--- src/rtl/pc_fetch_ctrl_if.sv ---
// Fetch-side bundle between the PC/fetch control stage and its neighbours:
// instruction memory data, branch redirect, stall, and fetch status outputs.
interface pc_fetch_ctrl_if #(
    parameter int pc_width  = 32,
    parameter int reg_width = 32
);
    logic [reg_width-1:0] INSTR;
    logic                 PC_SRC;
    logic [pc_width-1:0]  PC_TARGET;
    logic                 STALL;
    logic [pc_width-1:0]  A_PC;
    logic [pc_width-1:0]  PC_PLUS4;
    logic                 HALTED;
    logic                 FAULT;
    logic [pc_width-1:0]  FAULT_ADDR;
    logic [31:0]          RETIRED;
    logic [31:0]          CYCLES;

    modport master (
        output INSTR,
        output PC_SRC,
        output PC_TARGET,
        output STALL,
        input  A_PC,
        input  PC_PLUS4,
        input  HALTED,
        input  FAULT,
        input  FAULT_ADDR,
        input  RETIRED,
        input  CYCLES
    );

    modport slave (
        input  INSTR,
        input  PC_SRC,
        input  PC_TARGET,
        input  STALL,
        output A_PC,
        output PC_PLUS4,
        output HALTED,
        output FAULT,
        output FAULT_ADDR,
        output RETIRED,
        output CYCLES
    );
endinterface

--- src/rtl/pc_fetch_ctrl.sv ---
// PC / fetch control with halt-on-zero-word and illegal-target fault FSM.
// Define FETCH_PERF_CNT_EN to build the RETIRED / CYCLES counters.
module pc_fetch_ctrl #(
    parameter int                 pc_width  = 32,
    parameter int                 reg_width = 32,
    parameter int                 depth     = 64,
    parameter logic [pc_width-1:0] RESET_PC = '0
) (
    input  logic           CLK,
    input  logic           RST,
    pc_fetch_ctrl_if.slave bus
);

    typedef enum logic [1:0] {
        S_RUN   = 2'd0,
        S_HALT  = 2'd1,
        S_FAULT = 2'd2
    } state_t;

    // One extra bit so a sequential step past the top of the address
    // space is seen as out of range rather than wrapping to a legal PC.
    localparam logic [pc_width:0] LAST_PC = (pc_width + 1)'(depth * 4 - 4);

    state_t              state;
    logic [pc_width-1:0] a_pc;
    logic                halted;
    logic                fault;
    logic [pc_width-1:0] fault_addr;

    logic [pc_width:0]   seq_wide;
    logic [pc_width-1:0] pc_plus4;
    logic                seq_bad;
    logic                tgt_bad;
    logic                instr_zero;

    logic                do_hold;
    logic                do_halt;
    logic                do_jump;
    logic                do_seq;

    assign seq_wide   = {1'b0, a_pc} + (pc_width + 1)'(4);
    assign pc_plus4   = seq_wide[pc_width-1:0];
    assign seq_bad    = seq_wide > LAST_PC;
    assign tgt_bad    = (bus.PC_TARGET[1:0] != 2'b00) ||
                        ({1'b0, bus.PC_TARGET} > LAST_PC);
    assign instr_zero = (bus.INSTR == {reg_width{1'b0}});

    // Mutually exclusive decisions encode the RUN priority order.
    assign do_hold = bus.STALL;
    assign do_halt = !bus.STALL && instr_zero;
    assign do_jump = !bus.STALL && !instr_zero && bus.PC_SRC;
    assign do_seq  = !bus.STALL && !instr_zero && !bus.PC_SRC;

    always_ff @(posedge CLK) begin
        if (RST) begin
            state      <= S_RUN;
            a_pc       <= RESET_PC;
            halted     <= 1'b0;
            fault      <= 1'b0;
            fault_addr <= '0;
        end else if (state == S_RUN) begin
            unique case (1'b1)
                do_hold: begin
                end
                do_halt: begin
                    state  <= S_HALT;
                    halted <= 1'b1;
                end
                do_jump: begin
                    if (tgt_bad) begin
                        state      <= S_FAULT;
                        fault      <= 1'b1;
                        fault_addr <= bus.PC_TARGET;
                    end else begin
                        a_pc <= bus.PC_TARGET;
                    end
                end
                do_seq: begin
                    if (seq_bad) begin
                        state      <= S_FAULT;
                        fault      <= 1'b1;
                        fault_addr <= pc_plus4;
                    end else begin
                        a_pc <= pc_plus4;
                    end
                end
                default: begin
                end
            endcase
        end
    end

    assign bus.A_PC       = a_pc;
    assign bus.PC_PLUS4   = pc_plus4;
    assign bus.HALTED     = halted;
    assign bus.FAULT      = fault;
    assign bus.FAULT_ADDR = fault_addr;

`ifdef FETCH_PERF_CNT_EN
    logic        in_run;
    logic        retire;
    logic [31:0] retired_q;
    logic [31:0] cycles_q;

    assign in_run = (state == S_RUN);
    assign retire = in_run &&
                    ((do_jump && !tgt_bad) || (do_seq && !seq_bad));

    always_ff @(posedge CLK) begin
        if (RST) begin
            retired_q <= '0;
            cycles_q  <= '0;
        end else begin
            if (in_run) cycles_q <= cycles_q + 32'd1;
            if (retire) retired_q <= retired_q + 32'd1;
        end
    end

    assign bus.RETIRED = retired_q;
    assign bus.CYCLES  = cycles_q;
`else
    assign bus.RETIRED = '0;
    assign bus.CYCLES  = '0;
`endif

endmodule

--- src/flat_wrapper.sv ---
// flat-port wrapper written by rule: the top's interface ports become plain ports
module pc_fetch_ctrl_flat 
#(
    parameter int                 pc_width  = 32,
    parameter int                 reg_width = 32,
    parameter int                 depth     = 64,
    parameter logic [pc_width-1:0] RESET_PC = '0
)
  (CLK, RST, bus_INSTR, bus_PC_SRC, bus_PC_TARGET, bus_STALL, bus_A_PC, bus_PC_PLUS4, bus_HALTED, bus_FAULT, bus_FAULT_ADDR, bus_RETIRED, bus_CYCLES);
  pc_fetch_ctrl_if #(.pc_width(pc_width), .reg_width(reg_width)) bus_i ();
  input  logic CLK;
  input  logic RST;
  input wire logic [$bits(bus_i.INSTR)-1:0] bus_INSTR;
  input wire logic [$bits(bus_i.PC_SRC)-1:0] bus_PC_SRC;
  input wire logic [$bits(bus_i.PC_TARGET)-1:0] bus_PC_TARGET;
  input wire logic [$bits(bus_i.STALL)-1:0] bus_STALL;
  output wire logic [$bits(bus_i.A_PC)-1:0] bus_A_PC;
  output wire logic [$bits(bus_i.PC_PLUS4)-1:0] bus_PC_PLUS4;
  output wire logic [$bits(bus_i.HALTED)-1:0] bus_HALTED;
  output wire logic [$bits(bus_i.FAULT)-1:0] bus_FAULT;
  output wire logic [$bits(bus_i.FAULT_ADDR)-1:0] bus_FAULT_ADDR;
  output wire logic [$bits(bus_i.RETIRED)-1:0] bus_RETIRED;
  output wire logic [$bits(bus_i.CYCLES)-1:0] bus_CYCLES;
  assign bus_i.INSTR = bus_INSTR;
  assign bus_i.PC_SRC = bus_PC_SRC;
  assign bus_i.PC_TARGET = bus_PC_TARGET;
  assign bus_i.STALL = bus_STALL;
  assign bus_A_PC = bus_i.A_PC;
  assign bus_PC_PLUS4 = bus_i.PC_PLUS4;
  assign bus_HALTED = bus_i.HALTED;
  assign bus_FAULT = bus_i.FAULT;
  assign bus_FAULT_ADDR = bus_i.FAULT_ADDR;
  assign bus_RETIRED = bus_i.RETIRED;
  assign bus_CYCLES = bus_i.CYCLES;
  pc_fetch_ctrl #(.pc_width(pc_width), .reg_width(reg_width), .depth(depth), .RESET_PC(RESET_PC)) u_core (.CLK(CLK), .RST(RST), .bus(bus_i));
endmodule
--- config.mk ---
export PLATFORM = sky130hd
export DESIGN_NAME = pc_fetch_ctrl_flat
export DESIGN_NICKNAME = d
export VERILOG_FILES = /design/src/rtl/pc_fetch_ctrl_if.sv /design/src/rtl/pc_fetch_ctrl.sv /design/src/flat_wrapper.sv
export SDC_FILE = /design/constraint.sdc
export NUM_CORES = 1
export LEC_CHECK = 0
export BUFFER_PORTS_ARGS = -buffer_cell sky130_fd_sc_hd__buf_2
export CAP_MARGIN = 20
export CORE_ASPECT_RATIO = 0.7
export CORE_UTILIZATION = 41
export CTS_CLUSTER_DIAMETER = 150
export DETAILED_ROUTE_END_ITERATION = 12
export PLACE_DENSITY = 0.77
export SLEW_MARGIN = 0
export SYNTH_ARGS = -nofsm -noshare
export SYNTH_HDL_FRONTEND = slang
export SYNTH_SLANG_ARGS = --single-unit
--- constraint.sdc ---
create_clock -name CLK -period 3 [get_ports CLK]
set_clock_uncertainty 0.2 [all_clocks]
set_input_delay 0.3 -clock CLK [delete_from_list [all_inputs] [get_ports CLK]]
set_output_delay 0.3 -clock CLK [all_outputs]
set_load 0.02 [all_outputs]
# After elaboration in Yosys (flattened, before gate mapping)
# Cells that the tools add are included.
# word_totals
ff_bits,68
in_bits,68
out_inout_bits,162
word_cells,41
# op_classes
addsub,1
order_cmp,2
eq_ne,4
n_mux,12
n_reduce_logical,17
# op_table
cell,n
$mux 32,4
$pmux 32 s2,2
$add 32x3->33 const B,1
$gt 33x8->1 const B,1
$gt 32x8->1 const B,1
$logic_not 32->1,1
$reduce_and 4->1,3
$pmux 2 s3,1
$logic_and 1x1->1,4
$mux 2,2
$ne 2x1->1 const B,2
$ne 2x2->1 const B,2
$reduce_bool 2->1,2
$logic_not 1->1,3
$reduce_bool 3->1,1
$logic_not 2->1,1
$mux 1,2
$pmux 1 s2,1
$reduce_and 2->1,1
$logic_or 1x1->1,1

# Longest topological paths before layout
# Gate-level depths: netlist of the first run.
# logic_depth
word_depth,6
ltp_mapped,11
ltp_nobuf,9

# Least setup slack after synthesis of the first run
# No wires, ideal clock.
# synth_path
path_kind,reg-to-reg
startpoint,"reg u_core.a_pc[4], in the netlist u_core.bus.A_PC[4]"
endpoint,"reg u_core.fault_addr[25], in the netlist u_core.bus.FAULT_ADDR[25]"
setup_time_ps,128
arrival_ps,2948
setup_slack_ps,-275
stages_incl_launch_ff,12
synth_period_minus_slack_ps,3275
path_cell_list,dfxtp_1 -> buf_2 -> nand4_2 -> nor4_2 -> nand4_1 -> xnor2_1 -> a221oi_1 -> a311oi_2 -> buf_4 -> buf_6 -> mux2i_1 -> nor2_1
# synth_via
elab_chain_cells,4
word_cells_on_any_way,6
classes_between,add/sub: 1; order compare: 1; eq/ne: 1; mux: 2; reduce/logical: 1
# synth_lines
element,line,text
"start, declared",pc_fetch_ctrl.sv:25,logic [pc_width-1:0] a_pc;
"start signal, assigned",pc_fetch_ctrl.sv:75,a_pc <= bus.PC_TARGET;
"start signal, assigned",pc_fetch_ctrl.sv:84,a_pc <= pc_plus4;
$add 32x3->33 *,pc_fetch_ctrl.sv:41,"assign seq_wide = {1'b0, a_pc} + (pc_width + 1)'(4);"
named net bus_PC_PLUS4[25],flat_wrapper.sv:18,output wire logic [$bits(bus_i.PC_PLUS4)-1:0] bus_PC_PLUS4;
$gt 33x8->1,pc_fetch_ctrl.sv:43,assign seq_bad = seq_wide > LAST_PC;
$ne 2x1->1 (no line),n/a,
$reduce_and 4->1 (no line),n/a,
"end signal, assigned",pc_fetch_ctrl.sv:73,fault_addr <= bus.PC_TARGET;
"end signal, assigned",pc_fetch_ctrl.sv:82,fault_addr <= pc_plus4;
"end, declared",pc_fetch_ctrl.sv:28,logic [pc_width-1:0] fault_addr;
# Mark *: on every way through the listed nets, which the timed path passes. The rest lies on a longest branch. The select of a mux whose other input is x is not followed.
# A chain may end at the register's enable or synchronous reset.

# Worst setup path in the final report of the first run
# layout_path
startpoint,"reg u_core.a_pc[10], in the netlist u_core.bus.A_PC[10]"
endpoint,"reg u_core.fault_addr[11], in the netlist u_core.bus.FAULT_ADDR[11]"
# layout_via
elab_chain_cells,4
word_cells_on_any_way,6
classes_between,add/sub: 1; order compare: 1; eq/ne: 1; mux: 2; reduce/logical: 1
# layout_lines
element,line
$add 32x3->33 *,pc_fetch_ctrl.sv:41
$gt 33x8->1,pc_fetch_ctrl.sv:43
$ne 2x1->1 (no line),n/a
$reduce_and 4->1 (no line),n/a
# Every way passes the cells marked *; elsewhere a longest branch is shown, timed or not. The select of a mux whose other input is x is not followed.

==> flow_summary.yaml, run 1 <==
logic_synthesis:
  synth-seq-cells: 68
  synth_area_sq_um: 4310
  synth_area_per_cell_sq_um: 8.41
  synthMuxAreaShare: 0.0651
  yosysSeqAreaShare: 0.316
  synth_top_family_by_area: "simple AND/OR/NAND/NOR gates"
  synthAdderAreaFrac: 0.00581
  synth-simple-area-share: 0.285
  synth-xor-area-share: 0.0549
  synth_edf_count: 0
  synth_compound_area_frac: 0.116
  async_flop_share: 0
  ys_warn_count: 0
  yosysUniqueCellTypes: 62
  synth.top_cell.area_share: 0.316
  yosys.area.top_type: "dfxtp_1"
  synth_cells: 512
  synth_ff_type: "dfxtp_1"
  ys_top_cells_by_area: "dfxtp_1, buf_4, mux2i_1"
global_routing:
  grt_pass1_vias: 4225
  grt_pass1_wl_um: 21800
  grt_max_degree: 56
  grt_usage: 0.254
  grt.overflow.total: 0
  antenna_found_initial: 0
routing:
  dr_wl_met2_um: 6950
  drc: 0
  met3_length_um: 1030
  drtIter0Drc: 344
  viasPerCell: 5.33
  dr.pass1.iters: 5
  top_layer_used: "met4"
  met1Wirelength_um: 6490
  wire_per_inst_um: 17.4
  vias: 4555
  wl_um: 14900
  ant_nets: 0
clocking:
  cts_buffer_depth: 2
  clk_pin_slew_ns: 0.06
  cts_tree: "built"
  cts-root-buf: "clkbuf_16"
  cts_buffers: 9
  clk_latency_ns: 0.33
  holdBufCountCts: 0
  cts_max_level: 3
  cts.sinks: 68
finish:
  fin_nets: 792
  most-common-layout-cells: "buf_2, conb_1, buf_4"
  diodes: 0
  syn_to_final_growth_pct: 42.6
  drive_gt1_frac: 0.459
  register_area_sq_um: 1380
  fin_cells: 855
  post-route-util: 0.617
  multi_input_area_sq_um: 2810
  fillers: 871
  final_common_cell: "buf_2"
timing:
  fin_ws_ns: -0.0535
  rsz0062_at_grt: "true"
  setup_viol: 2
  hold_ws_ns: 0.0667
  relSlewSlack: 0.309
  slew_viol_final: 0
  fmaxAchievable_mhz: 327
  hold_viol: 0
  tightest_slew_ns: 1.04
  period_share: 1.02
  period_minus_slack_ns: 3.05
placed_design:
  pre_cts_ws_ns: -0.133
  dp_cells: 831
  hpwlAfterDp_um: 11300
  port_buffers: 165
  place.gp.congestion: 0.860
outcome:
  violations: "negative setup slack"
  status: "finished, violations left"
flow_run:
  drv_cap: 0
min_path:
  hp-class: "in -> reg"
setup_path:
  worstSetupPathType: "reg -> reg"
  crit_path_end_kind: "register"
  worstPathRequired_ns: 3.02
  critical_path.max_fanout: 8
  crit_arrival_ns: 3.07
  startpoint_type: "register"
floorplanning:
  die_y_um: 87.8
  core_area_sq_um: 9950
  initial_core_util: 0.433
  fp-row-count: 30
  io_pins: 230
  die_w_um: 125
  die-area_sq_um: 10900
power_and_ir_drop:
  power_density_nw_per_um2: 417
  p_total_mw: 2.56
  leakage_nw: 3.06
  ir_drop_mv: 0.441
critical path, stage by stage (launching register included):
cell      delay (ns)
dfxtp_2         0.35
nand4_4         0.13
buf_12          0.16
nor4_4          0.27
buf_6           0.16
nand4_1         0.14
xnor2_2         0.18
a221oi_2        0.22
buf_4           0.19
a311oi_4        0.10
buf_6           0.17
buf_12          0.13
or3b_2          0.44
o41ai_1         0.09
where the power goes:
part	switching [mW]	internal (mW)
Sequential	0.0220	0.933
Clock	0.395	0.750
Combinational	0.297	0.164
Total	0.715	1.85
through the flow:
step | area (sq um) | setup TNS [ns]
floorplan | 4620 | -0.740
global placement | 5480 | -0.388
detailed placement | 5480 | -2.39
CTS | 5920 | 0
global route | 6140 | -1.18
finish | 6140 | -0.0577
cells by family (layout without fill, tap and decap cells):
group / Yosys count / after routing
adder cells (fa/ha/maj): 2 / 2
buffers and inverters: 107 / 259
multiplexers: 28 / 28
XOR/XNOR: 27 / 27
AO/OA/AOI/OAI: 66 / 66
AND/OR/NAND/NOR: 213 / 213
other: 1 / 64
flip-flops: 68 / 68
final timing paths:
kind	startpoint	endpoint	slack, ns	cells past startpoint
min reg2reg	u_core.bus.FAULT	u_core.bus.FAULT	0.27	2
min	bus_PC_TARGET[0]	u_core.bus.FAULT_ADDR[0]	0.07	3
max reg2reg	u_core.bus.A_PC[10]	u_core.bus.FAULT_ADDR[11]	-0.05	13
max	u_core.bus.A_PC[10]	u_core.bus.FAULT_ADDR[11]	-0.05	13
layout make-up:
type,count,area share
well taps,128,0.0261
repair buffers,235,0.234
clock buffers,10,0.0389
inverters,8,0.00489
clock inverters,6,0.0139
flip-flops and latches,68,0.225
multi-input cells,400,0.457
per-layer routing:
layer  vias up  global-route usage
met5         -                   0
li1       2124                   -
met3        49              0.0715
met4         0               0.113
met1      2172               0.330
met2       210               0.397
synthesized netlist by cell type, types with 3 or more instances:
library cell  count
xor2_1            5
buf_4            67
nor2_1           36
nand3_1          20
clkbuf_1         19
o41ai_1          18
nand4_1          14
mux2i_1          28
nor3_1           11
xnor2_1          22
nand2_1          40
and2_1           27
inv_1             7
a311oi_1          3
nor4_1           17
buf_2             9
a31oi_1           3
or3_1             4
a21oi_1          10
o21ai_1           3
a211oi_1          3
and4_1            3
or3b_2           16
o21ai_0           9
dfxtp_1          68
flip-flops by register name, indices dropped and copies added, names as in the netlist:
register	count
u_core.bus.HALTED	1
u_core.bus.A_PC	32
u_core.state	2
u_core.bus.FAULT	1
u_core.bus.FAULT_ADDR	32
timing repair:
item / 4_1_cts / 5_1_grt
gates cloned: 0 / 1
hold endpoints to repair: 0 / 0
resized for setup: 19 / 42
endpoints found under the setup margin: 30 / 33
pin swaps: 6 / 12
setup buffers: 5 / 3
(Power assumes the default switching activity.)
==> run 2, diff against run 1 <==
Settings changed: CTS_CLUSTER_SIZE set to 25, SKIP_LAST_GASP set to 1.
==> run 2 against run 1 <==
The flow still finishes with violations (negative setup slack). Sequential power is essentially flat. Largest cell class unchanged. Global-route usage is the same. Clock power is essentially flat. Final cell count is the same. Critical path depth is the same. Largest power group unchanged.
==> flow_summary.yaml, run 2 (same netlist as run 1, synthesis figures left out) <==
timing:
  fin_ws_ns: -0.0130
  tightest_slew_ns: 1.02
  relSlewSlack: 0.322
  hold_viol: 0
  rsz0062_at_grt: "true"
  fmaxAchievable_mhz: 332
  period_share: 1.00
  setup_viol: 3
  period_minus_slack_ns: 3.01
  slew_viol_final: 0
setup_path:
  worstSetupPathType: "reg -> reg"
  worstPathRequired_ns: 3.03
  startpoint_type: "register"
  reg2reg_from: "u_core.bus.A_PC[10]"
  critical_path.max_fanout: 8
  rr_endpoint: "u_core.bus.FAULT_ADDR[11]"
  reg2reg_depth: 13
  crit_arrival_ns: 3.04
  crit_path_end_kind: "register"
  rrSetupSlack_ns: -0.01
floorplanning:
  initial_core_util: 0.433
  io_pins: 230
  die_w_um: 125
  fp-row-count: 30
  core_area_sq_um: 9950
  die_y_um: 87.8
  die-area_sq_um: 10900
finish:
  syn_to_final_growth_pct: 42.3
  drive_gt1_frac: 0.458
  post-route-util: 0.616
  final_common_cell: "buf_2"
  diodes: 0
  fin_nets: 792
  most-common-layout-cells: "buf_2, conb_1, buf_4"
power_and_ir_drop:
  ir_drop_mv: 0.442
  p_total_mw: 2.56
  power_density_nw_per_um2: 417
  leakage_nw: 3.05
global_routing:
  grt_pass1_vias: 4225
  grt_util_met3: 0.0715
  antenna_found_initial: 0
  busiest_layer: "met2"
  grt_use_met1: 0.330
  grt_max_degree: 56
  grt_pass1_wl_um: 21800
  grt.overflow.total: 0
  grt_usage: 0.254
  use_met2: 0.397
clocking:
  holdBufCountCts: 0
  clk_pin_slew_ns: 0.06
  cts-root-buf: "clkbuf_16"
  cts_tree: "built"
  clk_latency_ns: 0.33
  cts.sinks: 68
  cts_buffers: 9
  cts_buffer_depth: 2
  cts_max_level: 3
outcome:
  status: "finished, violations left"
  violations: "negative setup slack"
routing:
  viasPerCell: 5.34
  ant_nets: 0
  drtIter0Drc: 395
  wire_per_inst_um: 17.3
  vias: 4569
  wl_um: 14800
  dr.pass1.iters: 6
  drc: 0
placed_design:
  port_buffers: 165
  place.gp.congestion: 0.860
  hpwlAfterDp_um: 11300
min_path:
  min_to: "u_core.bus.FAULT_ADDR[0]"
  hp-class: "in -> reg"
  hold_depth: 3
  worstHoldStart: "bus_PC_TARGET[0]"
flow_run:
  drv_cap: 0
-- run 2: cell types whose count changed in the layout (fill, tap and decap cells not counted) --
cell,change
or3b_4,-1
or3b_2,+1
o41ai_2,-1
o41ai_1,+1
-- run 2: worst max-delay path, cell delays in order, from the launching register on --
cell      delay, ns
dfxtp_2        0.35
nand4_4        0.13
buf_12         0.16
nor4_4         0.27
buf_6          0.16
nand4_1        0.14
xnor2_2        0.18
a221oi_2       0.22
buf_4          0.19
a311oi_4       0.10
buf_6          0.17
buf_12         0.13
or3b_2         0.43
o41ai_1        0.07
-- run 2: power by group --
group / leakage [nW] / internal [mW] / switching [mW]
combinational: 2.33 / 0.163 / 0.296
clock: 0.163 / 0.750 / 0.395
sequential: 0.559 / 0.933 / 0.0218
-- run 2: worst max-delay path by stage --
stage,startpoint,endpoint,slack [ns],cells after the start
2_1_floorplan,u_core.bus.A_PC[7],u_core.bus.FAULT_ADDR[29],-0.06,11
3_3_place_gp,u_core.bus.A_PC[3],u_core.bus.FAULT_ADDR[5],-0.05,10
3_5_place_dp,u_core.bus.A_PC[2],u_core.bus.FAULT_ADDR[22],-0.13,10
4_1_cts,u_core.bus.A_PC[3],u_core.bus.FAULT_ADDR[12],-0.0004,12
5_1_grt,u_core.bus.A_PC[10],u_core.bus.FAULT_ADDR[19],-0.09,13
6_report,u_core.bus.A_PC[10],u_core.bus.FAULT_ADDR[11],-0.01,13
-- run 2: metrics by stage --
stage | setup WS [ns] | cells | instance area (sq um) | hold slack (ns) | setup TNS [ns]
floorplan | -0.0582 | 575 | 4620 | 0.263 | -0.740
global placement | -0.0458 | 831 | 5480 | 0.254 | -0.388
detailed placement | -0.133 | 831 | 5480 | 0.266 | -2.39
CTS | -0.000392 | 852 | 5920 | 0.0555 | -0.000392
global route | -0.0880 | 855 | 6130 | 0.0521 | -1.17
finish | -0.0130 | 855 | 6130 | 0.0672 | -0.0327
-- run 2: area by class of cell --
class	count	area (sq um)
tap	128	160
clock inverter	6	85.1
inverter	8	30.0
timing repair buffer	235	1440
clock buffer	10	239
sequential	68	1380
fill	871	3810
multi-input combinational	400	2800
-- run 2: timing repair --
| action | 4_1_cts | 5_1_grt |
|---|---|---|
| gates resized for setup | 18 | 41 |
| buffers inserted | 5 | 3 |
| endpoints found under the setup margin | 30 | 34 |
| gates cloned | 0 | 1 |
| pin swaps | 6 | 12 |
-- run 2: per-layer routing --
metal  part of all wire  routed length (um)  vias up
met2               0.46                6890      230
met1               0.43                6430     2163
met5                  0                   0        -
li1                   -                   -     2128
met3              0.072                1060       48
met4              0.030                 447        0
